==> src/rtl/response_buffer_pkg.sv <==
// Shared types for the response buffer: the stored entry layout and the
// data/id widths taken from the common defines.
`ifndef DATA_WIDTH
`define DATA_WIDTH 8
`endif
`ifndef ID_WIDTH
`define ID_WIDTH 4
`endif

package response_buffer_pkg;

  localparam int DATA_W  = `DATA_WIDTH;
  localparam int ID_W    = `ID_WIDTH;
  localparam int ENTRY_W = DATA_W + ID_W;

  typedef struct packed {
    logic [ID_W-1:0]   id;
    logic [DATA_W-1:0] data;
  } resp_t;

endpackage

==> src/rtl/sync_fifo_mem.sv <==
// FIFO storage: DEPTH x WIDTH register array, one synchronous write port and
// a combinational read port so the head is visible without a read cycle.
module sync_fifo_mem #(
  parameter int DEPTH = 8,
  parameter int WIDTH = 12
) (
  input  logic                     clk,
  input  logic                     i_wr_en,
  input  logic [$clog2(DEPTH)-1:0] i_wr_addr,
  input  logic [WIDTH-1:0]         i_wr_data,
  input  logic [$clog2(DEPTH)-1:0] i_rd_addr,
  output logic [WIDTH-1:0]         o_rd_data
);

  logic [WIDTH-1:0] r_mem [DEPTH];

  always_ff @(posedge clk) begin
    if (i_wr_en) begin
      r_mem[i_wr_addr] <= i_wr_data;
    end
  end

  assign o_rd_data = r_mem[i_rd_addr];

endmodule

==> src/rtl/response_buffer.sv <==
// First-word-fall-through buffer between shared_resource and the sink. The
// resource cannot be stalled, so pushes into a full buffer are dropped and counted.
module response_buffer
  import response_buffer_pkg::*;
#(
  parameter int DEPTH    = 8,
  parameter int AF_SLACK = 2,
  parameter int DROP_W   = 8
) (
  input  logic                       clk,
  input  logic                       reset,
  input  logic [DATA_W-1:0]          in_data,
  input  logic [ID_W-1:0]            in_id,
  input  logic                       in_valid,
  output logic [DATA_W-1:0]          out_data,
  output logic [ID_W-1:0]            out_id,
  output logic                       out_valid,
  input  logic                       in_ready,
  output logic                       out_almost_full,
  output logic                       out_overflow,
  output logic [$clog2(DEPTH+1)-1:0] out_count,
  output logic [DROP_W-1:0]          out_drop_count
);

  localparam int PTR_W    = $clog2(DEPTH);
  localparam int CNT_W    = $clog2(DEPTH+1);
  localparam int AF_LEVEL = DEPTH - AF_SLACK;

  logic [PTR_W-1:0]  r_wr_ptr;
  logic [PTR_W-1:0]  r_rd_ptr;
  logic [CNT_W-1:0]  r_count;
  logic              r_almost_full;
  logic              r_overflow;
  logic [DROP_W-1:0] r_drop_count;

  logic              w_full;
  logic              w_pop;
  logic              w_accept;
  logic              w_drop;
  logic [CNT_W-1:0]  w_count_next;
  resp_t             w_wr_entry;
  resp_t             w_rd_entry;

  assign w_full   = (r_count == CNT_W'(DEPTH));
  assign w_pop    = out_valid & in_ready;
  // A full buffer still accepts when the head leaves in the same cycle:
  // the new entry lands in the slot being freed.
  assign w_accept = in_valid & (~w_full | w_pop);
  assign w_drop   = in_valid & w_full & ~w_pop;

  assign w_count_next = r_count + CNT_W'(w_accept) - CNT_W'(w_pop);

  assign w_wr_entry.id   = in_id;
  assign w_wr_entry.data = in_data;

  sync_fifo_mem #(
    .DEPTH (DEPTH),
    .WIDTH (ENTRY_W)
  ) u_mem (
    .clk       (clk),
    .i_wr_en   (w_accept),
    .i_wr_addr (r_wr_ptr),
    .i_wr_data (w_wr_entry),
    .i_rd_addr (r_rd_ptr),
    .o_rd_data (w_rd_entry)
  );

  always_ff @(posedge clk or negedge reset) begin
    if (!reset) begin
      r_wr_ptr      <= '0;
      r_rd_ptr      <= '0;
      r_count       <= '0;
      r_almost_full <= 1'b0;
    end else begin
      if (w_accept) begin
        r_wr_ptr <= r_wr_ptr + PTR_W'(1);
      end
      if (w_pop) begin
        r_rd_ptr <= r_rd_ptr + PTR_W'(1);
      end
      r_count       <= w_count_next;
      r_almost_full <= (w_count_next >= CNT_W'(AF_LEVEL));
    end
  end

  always_ff @(posedge clk or negedge reset) begin
    if (!reset) begin
      r_overflow   <= 1'b0;
      r_drop_count <= '0;
    end else if (w_drop) begin
      r_overflow <= 1'b1;
      if (r_drop_count != '1) begin
        r_drop_count <= r_drop_count + DROP_W'(1);
      end
    end
  end

  assign out_valid       = (r_count != '0);
  assign out_data        = w_rd_entry.data;
  assign out_id          = w_rd_entry.id;
  assign out_count       = r_count;
  assign out_almost_full = r_almost_full;
  assign out_overflow    = r_overflow;
  assign out_drop_count  = r_drop_count;

endmodule
==> config.mk <==
export PLATFORM = sky130hd
export DESIGN_NAME = response_buffer
export DESIGN_NICKNAME = d
export VERILOG_FILES = /design/src/rtl/response_buffer_pkg.sv /design/src/rtl/sync_fifo_mem.sv /design/src/rtl/response_buffer.sv
export SDC_FILE = /design/constraint.sdc
export NUM_CORES = 1
export LEC_CHECK = 0
export ABC_AREA = 1
export CAP_MARGIN = 25
export CORE_ASPECT_RATIO = 0.5
export CORE_MARGIN = 8
export CORE_UTILIZATION = 40
export CTS_CLUSTER_SIZE = 25
export DETAILED_ROUTE_END_ITERATION = 7
export GPL_TIMING_DRIVEN = 0
export PLACE_DENSITY = 0.58
export SETUP_SLACK_MARGIN = 0.4
export SLEW_MARGIN = 10
export SYNTH_ARGS = -nofsm -noshare
export SYNTH_HDL_FRONTEND = slang
export SYNTH_HIERARCHICAL = 1
export SYNTH_SLANG_ARGS = --single-unit
export TNS_END_PERCENT = 5
==> constraint.sdc <==
create_clock -name clk -period 2 [get_ports clk]
set_clock_uncertainty 0.15 [all_clocks]
set_input_delay 0.2 -clock clk [delete_from_list [all_inputs] [get_ports clk]]
set_output_delay 0.2 -clock clk [all_outputs]
set_load 0.05 [all_outputs]
==> metrics.yaml <==
outcome:
  outcome: "finished, violations left"
  violations: "negative setup slack"
timing:
  period_share: 1.09
  fmax_mhz: 457
  setup_viol: 101
  finalMaxSlewViolations: 0
  tightest_slew_ns: 0.510
  period_needed_ns: 2.19
  hold_viol_final: 0
  slew_headroom: 0.659
  rsz0062_at_grt: "yes"
  layout_setup_ws_ns: -0.190
placed_design:
  port_buffers: 42
  dp_hpwl_um: 7540
  dpl-instance-area_um2: 6080
  gp_congestion: 0.745
synth:
  yosys.area.top_type: "edfxtp_1"
  yosysMostFrequentCell: "nand2_1"
  synthDistinctLibCells: 27
  synthFlopType: "edfxtp_1"
  netlist_top_cells_area: "edfxtp_1 (53%), nand2_1 (15%), dfrtp_1 (9.3%), inv_1 (5.8%), nand3_1 (5.0%)"
  ys_seq_elements: 116
  ys_async_sr_fraction: 0.172
  synth.net_count: 591
  synth_common_cells: "nand2_1 (218), edfxtp_1 (96), inv_1 (84), nand3_1 (54)"
  avgSynthCellArea_um2: 9.52
  ys_seq_area_frac: 0.628
  synth_edf_count: 96
  yosysWarnings: 6
  syn-cell-area_um2: 5390
  synthCells: 566
  synth_top_area_frac: 0.535
cells_and_area:
  nNetsFinal: 684
  finish.instance_area_um2: 7340
  n_antenna_cell: 0
  area_growth_pct: 36.1
  post-route-util: 0.549
  layout-drive-gt1-share: 0.261
detailed_routing:
  drt_wl_total_um: 13100
  drtIter0Drc: 203
  wl_per_cell_um: 15.5
  via_per_inst: 4.62
  drc: 0
  via_count: 3914
  antenna_left: 0
  drt-pass1-iter-count: 5
floorplan:
  die_area_um2: 17700
  die_x_um: 180
  start_util: 0.403
  die_h_um: 98.1
  io_pins: 43
  row_count: 30
  core_area_um2: 13400
grt:
  first_global_vias: 3857
  track_usage: 0.151
  grt_start_max_net_pins: 21
  grt_first_pass_wirelength_um: 20300
  grt_overflow_total: 0
  antenna_found_initial: 0
min_path:
  min_path_type: "reg -> reg"
  holdPathEnd: "out_overflow"
  whs_path_depth: 2
  holdCritStartpoint: "out_overflow"
clock_network:
  clk_latency_ns: 0.41
  cts.reportedPaths.clkPinSlew_ns: 0.05
  root_buffer: "clkbuf_16"
  cts_tree: "yes"
  cts_buffer_depth: 2
  cts_sinks: 116
  cts-htree-levels: 4
  numCtsBuffers: 17
critical_path:
  rr_endpoint: "out_almost_full"
  critical_path.endpoint_type: "flop"
  crit-reg2reg-launch: "out_count[2]"
  rrSetupSlack_ns: -0.19
  cp.required_ns: 2.15
  worstPathArrival_ns: 2.34
  crit_type: "reg -> reg"
  startpoint_type: "flop"
  ff2ff_path_depth: 13
  critPathMaxFanout: 4
power_and_ir_drop:
  p_leak_nw: 3.34
  irDropWorstVdd_mv: 1.03
  p_per_area_nw_per_um2: 1650
flow_run:
  cap_violations: 0
==> state kept, by name, summed over array words and instances (netlist names) <==
name             cells
r_wr_ptr             3
out_overflow         1
u_mem/r_mem         96
out_drop_count       8
out_almost_full      1
r_rd_ptr             3
out_count            4
==> per-layer routing <==
metal,track usage,vias to the layer above,part of all wire
li1,-,1945,-
met1,0.201,1862,0.50
met2,0.231,91,0.45
met3,0.0367,16,0.043
met4,0.0663,0,0.014
met5,0,-,0
==> timing repair <==
item | in CTS | in global routing
pin swaps | 23 | 19
setup endpoints to repair | 128 | 126
gates cloned | 4 | 0
resized for setup | 199 | 28
hold buffers | 0 | 1
hold endpoints to repair | 0 | 3
buffers inserted | 18 | 8
==> critical path: stages, from the launching register on <==
cell and delay (ns):
dfrtp_2 0.36, inv_2 0.06, ha_4 0.17, nand2_8 0.07
nand2_8 0.06, a21oi_4 0.20, nand2_1 0.07, nand2_1 0.09
ha_4 0.14, inv_2 0.04, fa_2 0.53, inv_2 0.04
nand2_2 0.06, nand3_2 0.05
==> placed cells by master (no fill, tap or decap), types with 3 or more instances in the layout <==
master / count
nand2_1: 204
edfxtp_1: 96
inv_1: 79
nand3_1: 44
buf_4: 25
clkinv_1: 20
inv_2: 17
clkbuf_16: 17
clkdlybuf4s50_1: 15
dfrtp_1: 15
buf_6: 14
nor2_4: 11
nand3_2: 11
nand2_2: 10
buf_8: 10
nand2_4: 6
buf_2: 6
buf_12: 6
ha_1: 5
dfrtp_2: 5
nor2_1: 4
xnor2_1: 4
clkinv_4: 4
clkinv_2: 4
clkinvlp_4: 3
buf_16: 3
clkdlybuf4s15_2: 3
==> worst max-delay path by stage <==
| stage | from | to | slack [ns] | depth (start not counted) |
|---|---|---|---|---|
| CTS | out_count[2] | out_almost_full | -0.22 | 13 |
| global placement | r_rd_ptr[1] | out_data[7] | -0.70 | 7 |
| detailed placement | r_rd_ptr[1] | out_data[7] | -0.69 | 7 |
| finish | out_count[2] | out_almost_full | -0.19 | 13 |
| floorplan | out_count[2] | out_almost_full | -0.40 | 13 |
| global route | out_count[3] | out_almost_full | -0.31 | 13 |
==> where the power goes <==
group,leakage (nW),internal [W],switching (W),total [W]
sequential,1.12,0.00302,0.000216,0.00324
clock,0.271,0.00182,0.00107,0.00289
combinational,1.95,0.00242,0.00358,0.00600
==> logic make-up (layout without fill, tap and decap cells) <==
| family | Yosys count | count (layout) | synth area share |
|---|---|---|---|
| buf+inv | 134 | 239 | 0.0991 |
| simple gates | 296 | 296 | 0.234 |
| xor+xnor | 7 | 7 | 0.0114 |
| flops | 116 | 116 | 0.628 |
| compound gates | 4 | 4 | 0.00580 |
| fa+ha+maj | 9 | 9 | 0.0223 |
==> through the flow <==
| stage | setup TNS, ns | hold WS, ns | setup WS [ns] | power [W] | instances |
|---|---|---|---|---|---|
| global placement | -65.38 | 0.322 | -0.699 | 0.00775 | 784 |
| CTS | -14.46 | 0.189 | -0.223 | 0.0118 | 837 |
| finish | -11.53 | 0.319 | -0.190 | 0.0121 | 847 |
| floorplan | -24.26 | -0.246 | -0.395 | 0.00636 | 566 |
| global route | -18.70 | 0.362 | -0.306 | 0.0128 | 847 |
| detailed placement | -67.34 | 0.308 | -0.689 | 0.00781 | 784 |
==> final cells by class <==
class	count	area (um^2)
Buffer	17	210
Inverter	117	447
Fill cell	1141	6030
Tap cell	176	220
Multi-Input combinational cell	316	1700
Clock buffer	18	429
Clock inverter	13	138
Timing Repair Buffer	74	806
Sequential cell	116	3390
No activity file was read; power rests on OpenSTA's default activity.
